**config.mk**
```make
export PLATFORM = sky130hd
export DESIGN_NAME = shift_register_tx_ctrl
export DESIGN_NICKNAME = d
export VERILOG_FILES = /design/src/rtl/shift_register_tx_ctrl.sv
export SDC_FILE = /design/constraint.sdc
export NUM_CORES = 1
export LEC_CHECK = 0
export ABC_AREA = 1
export BUFFER_PORTS_ARGS = -buffer_cell sky130_fd_sc_hd__buf_2
export CAP_MARGIN = 20
export CORE_MARGIN = 2
export CORE_UTILIZATION = 44
export CTS_BUF_LIST = sky130_fd_sc_hd__clkbuf_16
export CTS_CLUSTER_SIZE = 25
export DETAILED_ROUTE_END_ITERATION = 8
export PLACE_DENSITY = 0.84
export SLEW_MARGIN = 20
export SYNTH_ARGS = -nofsm -noshare
export SYNTH_HDL_FRONTEND = slang
export SYNTH_SLANG_ARGS = --single-unit
```
**constraint.sdc**
```tcl
create_clock -name i_Clk -period 1.4 [get_ports i_Clk]
set_input_delay 0.14 -clock i_Clk [delete_from_list [all_inputs] [get_ports i_Clk]]
set_output_delay 0.14 -clock i_Clk [all_outputs]
set_load 0.01 [all_outputs]
```
**src/rtl/shift_register_tx_ctrl.sv**
```systemverilog
// Sequencer for a free-running parallel-load shift register.
// It accepts parallel words over a valid/ready handshake and drives the
// register's Load/D/Sin pins. It frames the register's serial output as a
// qualified MSB-first stream with a last-bit marker and a done pulse.
module shift_register_tx_ctrl #(
  parameter int   BW_DATA  = 8,
  parameter logic FILL_BIT = 1'b0
) (
  input  logic               i_Clk,
  input  logic               i_Rst,
  input  logic [BW_DATA-1:0] i_Data,
  input  logic               i_Valid,
  output logic               o_Ready,
  input  logic               i_Abort,
  output logic               o_Load,
  output logic [BW_DATA-1:0] o_D,
  output logic               o_Sin,
  input  logic               i_Sout,
  output logic               o_SerData,
  output logic               o_SerValid,
  output logic               o_SerLast,
  output logic               o_Done,
  output logic               o_Busy
);

  localparam int BW_CNT = $clog2(BW_DATA);
  localparam logic [BW_CNT-1:0] CNT_LAST = BW_CNT'(BW_DATA - 1);

  typedef enum logic [1:0] {
    IDLE  = 2'd0,
    LOAD  = 2'd1,
    SHIFT = 2'd2
  } state_t;

  state_t              state_q;
  logic [BW_CNT-1:0]   cnt_q;
  logic [BW_DATA-1:0]  data_q;
  logic                done_q;

  logic                last_bit;
  logic                accept;

  // Handshake and stream framing decoded from the current state.
  // An abort masks the ready and stream qualifiers in the same cycle.
  always_comb begin
    last_bit   = (state_q == SHIFT) && (cnt_q == CNT_LAST);
    o_Ready    = ~i_Abort & ((state_q == IDLE) | last_bit);
    accept     = i_Valid & o_Ready;
    o_Load     = (state_q == LOAD);
    o_SerValid = (state_q == SHIFT) & ~i_Abort;
    o_SerLast  = last_bit & ~i_Abort;
    o_SerData  = i_Sout;
    o_Sin      = FILL_BIT;
    o_D        = data_q;
    o_Done     = done_q;
    o_Busy     = (state_q != IDLE);
  end

  // Sequencer: IDLE -> LOAD (one cycle) -> SHIFT (BW_DATA cycles).
  // The last bit cycle can chain straight into the next LOAD.
  always_ff @(posedge i_Clk or posedge i_Rst) begin
    if (i_Rst) begin
      state_q <= IDLE;
      cnt_q   <= '0;
      data_q  <= '0;
      done_q  <= 1'b0;
    end else begin
      done_q <= 1'b0;
      if (i_Abort) begin
        // The word being sent is dropped. The held word stays on o_D.
        state_q <= IDLE;
        cnt_q   <= '0;
      end else begin
        case (state_q)
          IDLE: begin
            if (accept) begin
              data_q  <= i_Data;
              state_q <= LOAD;
            end
          end
          LOAD: begin
            state_q <= SHIFT;
            cnt_q   <= '0;
          end
          SHIFT: begin
            cnt_q <= cnt_q + 1'b1;
            if (last_bit) begin
              done_q <= 1'b1;
              if (accept) begin
                data_q  <= i_Data;
                state_q <= LOAD;
              end else begin
                state_q <= IDLE;
              end
            end
          end
          default: begin
            state_q <= IDLE;
            cnt_q   <= '0;
          end
        endcase
      end
    end
  end

endmodule

```
# Yosys cells after proc, flatten, opt, wreduce, memory -nomap -nowiden
# Cells that the tools add are included.
totals:
  output_inout_bits: 16
  regBits: 14
classes:
  add_sub_neg: 1
  mux: 13
  bitwise_logic: 6
  eq_ne: 7
  n_reduce_logical: 6
ops:
  columns: ["operator", "n"]
  rows:
  - ["$mux 8", 2]
  - ["$pmux 8 s2", 1]
  - ["$mux 2", 3]
  - ["$ne 3x3->1 const B", 2]
  - ["$pmux 2 s3", 1]
  - ["$pmux 3 s2", 1]
  - ["$and 1x1->1", 4]
  - ["$mux 1", 4]
  - ["$ne 2x2->1 const B", 2]
  - ["$reduce_bool 2->1", 2]
  - ["$add 3x1->3 const B", 1]
  - ["$eq 3x3->1 const B", 1]
  - ["$mux 3", 1]
  - ["$reduce_and 3->1", 1]
  - ["$eq 2x1->1 const B", 1]
  - ["$eq 2x2->1 const B", 1]
  - ["$logic_not 2->1", 1]
  - ["$reduce_and 2->1", 1]
  - ["$logic_and 1x1->1", 1]
  - ["$not 1->1", 1]
  - ["$or 1x1->1", 1]

# Depth between registers and ports, before layout
logic_depth:
  ltp_word: 9
  depth_mapped: 7
  depth_no_buf: 7

# Worst setup path after synthesis
# No wires, ideal clock.
synth_path:
  kind: "register to register"
  startpoint: "register cnt_q[0]"
  endpoint: "register data_q[0] (netlist: o_D[0])"
  period_less_slack_ps: 1264
  setup_slack_ps: 136
  stages_incl_launch_ff: 8
  arrival_time_ps: 1198
  path_cell_list: "dfrtp_1 > ha_1 > ha_1 > inv_1 > nand2_2 > nand3_2 > nand2_1 > nand2_1"
synth_via:
  elab_chain_len: 8
synth_rtl:
  columns: ["item", "line", "source"]
  rows:
  - ["start, declared", "36", "logic [BW_CNT-1:0] cnt_q;"]
  - ["start signal, assigned", "86", "cnt_q <= cnt_q + 1'b1;"]
  - ["$eq 3x3->1 *", "46", "last_bit = (state_q == SHIFT) && (cnt_q == CNT_LAST);"]
  - ["$logic_and 1x1->1 *", "46", null]
  - ["$or 1x1->1", "47", "o_Ready = ~i_Abort & ((state_q == IDLE) | last_bit);"]
  - ["$and 1x1->1", "47", null]
  - ["$and 1x1->1", "48", "accept = i_Valid & o_Ready;"]
  - ["$mux 8 (2 in a row)", null, null]
  - ["$pmux 8 s2", null, null]
  - ["end signal, assigned", "77", "data_q <= i_Data;"]
  - ["end signal, assigned", "90", "data_q <= i_Data;"]
  - ["end, declared", "37", "logic [BW_DATA-1:0] data_q;"]
# Mark *: on every way between the ends. The rest lies on a longest branch, timed or not. The select of a mux whose other input is x is not followed.
# A chain may end at the register's enable or synchronous reset.

# Worst setup path after layout
layout_path:
  startpoint: "register cnt_q[0]"
  endpoint: "output o_Ready"
layout_via:
  elab_chain_len: 4
layout_rtl:
  columns: ["item", "line", "source"]
  rows:
  - ["$eq 3x3->1", "46", null]
  - ["$logic_and 1x1->1", "46", null]
  - ["$or 1x1->1", "47", null]
  - ["$and 1x1->1", "47", null]
  - ["end, declared", "13", "output logic o_Ready,"]
# Every way passes these cells.

==> out/metrics.csv <==
stage;metric;value;unit
run_status;outcome;completed;
global_route;grt_util_all_layers;17.8;%
logic_synthesis;syn_avg_cell_area;8.96;sq um
placed_design;place_area;782;sq um
route;dr_wl_met3;97;microns
cells_and_area;fin_nets;118;
route;drt-total-wl;1470;microns
sta;slew_headroom;65.7;%
logic_synthesis;ys_top_cells_by_area;dfrtp_1, nand2_1, nand4_1, inv_1, ha_1;
floorplan;rows;13;
logic_synthesis;synthFlopType;dfrtp_1;
sta;tightestPinTransition;0.514;ns
logic_synthesis;synth.most_common_cell;nand2_1;
placed_design;routabilityCongestion;0.761;
logic_synthesis;async_flop_share;100;%
route;met2_length;647;microns
logic_synthesis;syn_inst;73;
cells_and_area;post-route-util;67.9;%
sta;max_freq;0.725;GHz
critical_path;r2r-start;cnt_q[0]$_DFFE_PP0P_;
clocking;clock-root-buffer;clkbuf_16;
route;viasPerCell;5.05;
hold_path;holdPathEnd;o_D[4]$_DFFE_PP0P_;
logic_synthesis;synth_area;654;sq um
clocking;cts_buffer_depth;2;
pwr;power.leakage;0.508;nW
critical_path;r2r_slack;0.13;ns
critical_path;cp-end-kind;output port;
floorplan;core_area;1350;sq um
placed_design;port_buffers;25;
critical_path;start_kind;register;
logic_synthesis;synth-seq-area-share;53.5;%
critical_path;r2r-end;o_D[1]$_DFFE_PP0P_;
global_route;grt.overflow.total;0;
clocking;cts-buffers-inserted;3;
sta;setup_viol;0;
cells_and_area;seq_area;350;sq um
critical_path;ff2ff_path_depth;7;
logic_synthesis;synthTopCellsByCount;nand2_1, dfrtp_1, nand4_1;
floorplan;die_w;42.6;microns
critical_path;critPathMaxFanout;2;
global_route;antenna_found_initial;0;
pwr;p_total;0.00124;W
placed_design;hpwl;936;microns
critical_path;crit_arrival;1.24;ns
sta;finalCritPeriodShare;98.5;%
sta;fin_skew;0.00198;ns
logic_synthesis;synthDominantCellAreaShare;53.5;%
flow_run;max_cap_viol_count;0;
global_route;grt_pass1_vias;539;
route;drt_iter0_markers;8;
cells_and_area;final_area;917;sq um
cells_and_area;drive_gt1_share;40.2;%
critical_path;cp.required;1.26;ns
cells_and_area;insertedDiodeCount;0;
floorplan;fp.dieArea;1810;sq um
hold_path;hp-start;i_Data[4];
sta;rsz0062_at_grt;true;
route;drc_errors;0;
clocking;clk_pin_slew;0.04;ns
global_route;grt_max_degree;15;
global_route;grt_pass1_wl;2340;microns
logic_synthesis;synth_edf_count;0;
logic_synthesis;synth_seq_cells;14;
logic_synthesis;synth_top_area_cell;dfrtp_1;
route;wl_met1;688;microns
logic_synthesis;ys_types;17;
floorplan;initial_core_util;48.5;%
pwr;vdd_ir_drop_max;0.000703;V
floorplan;ios;29;
route;routed.top_layer;met4;
route;wl_per_cell;12.6;microns
clocking;htree_levels;1;
route;dr.pass1.iters;4;
cells_and_area;multiInputGateArea;285;sq um
logic_synthesis;synth_nets;88;
clocking;clk_latency;0.24;ns
sta;drv_slew;0;
hold_path;holdPathStages;3;
pwr;power_density;1350;nW/um^2
critical_path;worstSetupPathType;register to output port;
route;num_vias;591;
cells_and_area;area_delta_synth_final;40.2;%
cells_and_area;fill_cells;110;
clocking;cts_tree;done;
sta;period_needed;1.38;ns
sta;hold_violations;0;
clocking;clock_sinks;14;
logic_synthesis;yosysWarningCount;0;
route;drtAntennaViolNets;0;
hold_path;hold_class;input pin to register;
floorplan;die_h;42.6;microns
==> flip-flops by register name, indices dropped and copies added, names as in the netlist <==
signal / flops
state_q: 2
cnt_q: 3
o_D: 8
o_Done: 1
==> layout by cell type, fill, tap and decap left out, drive strengths merged <==
cell type,count
nand3,4
nand4,8
buf,28
dfrtp,14
nor3,2
nand2,25
nor2,3
conb,1
ha,2
clkinv,1
dlygate4sd3,1
inv,7
clkbuf,3
o21ai,3
==> routing by layer <==
| layer | track usage [%] | up-vias |
|---|---|---|
| met1 | 22.6 | 267 |
| met3 | 5.60 | 6 |
| met2 | 24.9 | 23 |
| met4 | 13.1 | 0 |
| met5 | 0 | - |
| li1 | - | 295 |
==> kinds of logic after synthesis <==
logic type	after synthesis	share of synthesized area, %
adder cells (fa/ha/maj)	2	3.82
buffers and inverters	11	8.79
flip-flops	14	53.5
other	1	0.573
AO/OA/AOI/OAI	3	2.29
AND/OR/NAND/NOR	42	31.0
==> worst max-delay path: stages (launching register included) <==
cell     delay (ns)
dfrtp_1        0.38
ha_2           0.20
ha_4           0.16
o21ai_2        0.10
inv_1          0.04
buf_2          0.13
==> worst max-delay path by stage <==
stage,depth (start not counted),startpoint,to,slack (ns)
6_report,5,cnt_q[0]$_DFFE_PP0P_,o_Ready,0.02
5_1_grt,5,cnt_q[0]$_DFFE_PP0P_,o_Ready,-0.03
4_1_cts,5,cnt_q[1]$_DFFE_PP0P_,o_Ready,-0.004
3_5_place_dp,7,cnt_q[0]$_DFFE_PP0P_,o_D[1]$_DFFE_PP0P_,0.03
3_3_place_gp,7,cnt_q[0]$_DFFE_PP0P_,o_D[5]$_DFFE_PP0P_,0.08
2_1_floorplan,7,cnt_q[0]$_DFFE_PP0P_,o_D[0]$_DFFE_PP0P_,0.14
==> per-stage QoR <==
stage	setup slack (ns)	TNS (ns)	hold WS, ns	cells
final	0.0215	0	0.155	117
after CTS	-0.00449	-0.00449	0.150	117
after floorplan	0.136	0	0.0292	73
after detailed placement	0.0256	0	0.197	111
after global routing	-0.0282	-0.0468	0.178	117
after global placement	0.0848	0	0.195	111
==> what timing repair did <==
action,CTS,global route
pin swaps,3,1
buffers inserted,1,0
hold buffers,1,0
endpoints found under the hold margin,14,0
endpoints found under the setup margin,4,11
gates resized for setup,6,4
==> report_power, final <==
group | switching (W) | leakage [nW] | total [W] | internal [W]
Clock | 0.000156 | 0.0385 | 0.000533 | 0.000377
Combinational | 0.000129 | 0.288 | 0.000217 | 0.0000880
Sequential | 0.0000318 | 0.182 | 0.000490 | 0.000458
Total | 0.000317 | 0.508 | 0.00124 | 0.000923
==> area by class of cell <==
cell class              count  area share [%]
repair buffers             29            17.2
well taps                  15            2.05
flip-flops and latches     14            38.2
inverters                   7            2.86
clock inverters             1           0.409
clock buffers               3            8.19
multi-input cells          48            31.1
No activity file was read; power rests on OpenSTA's default activity.
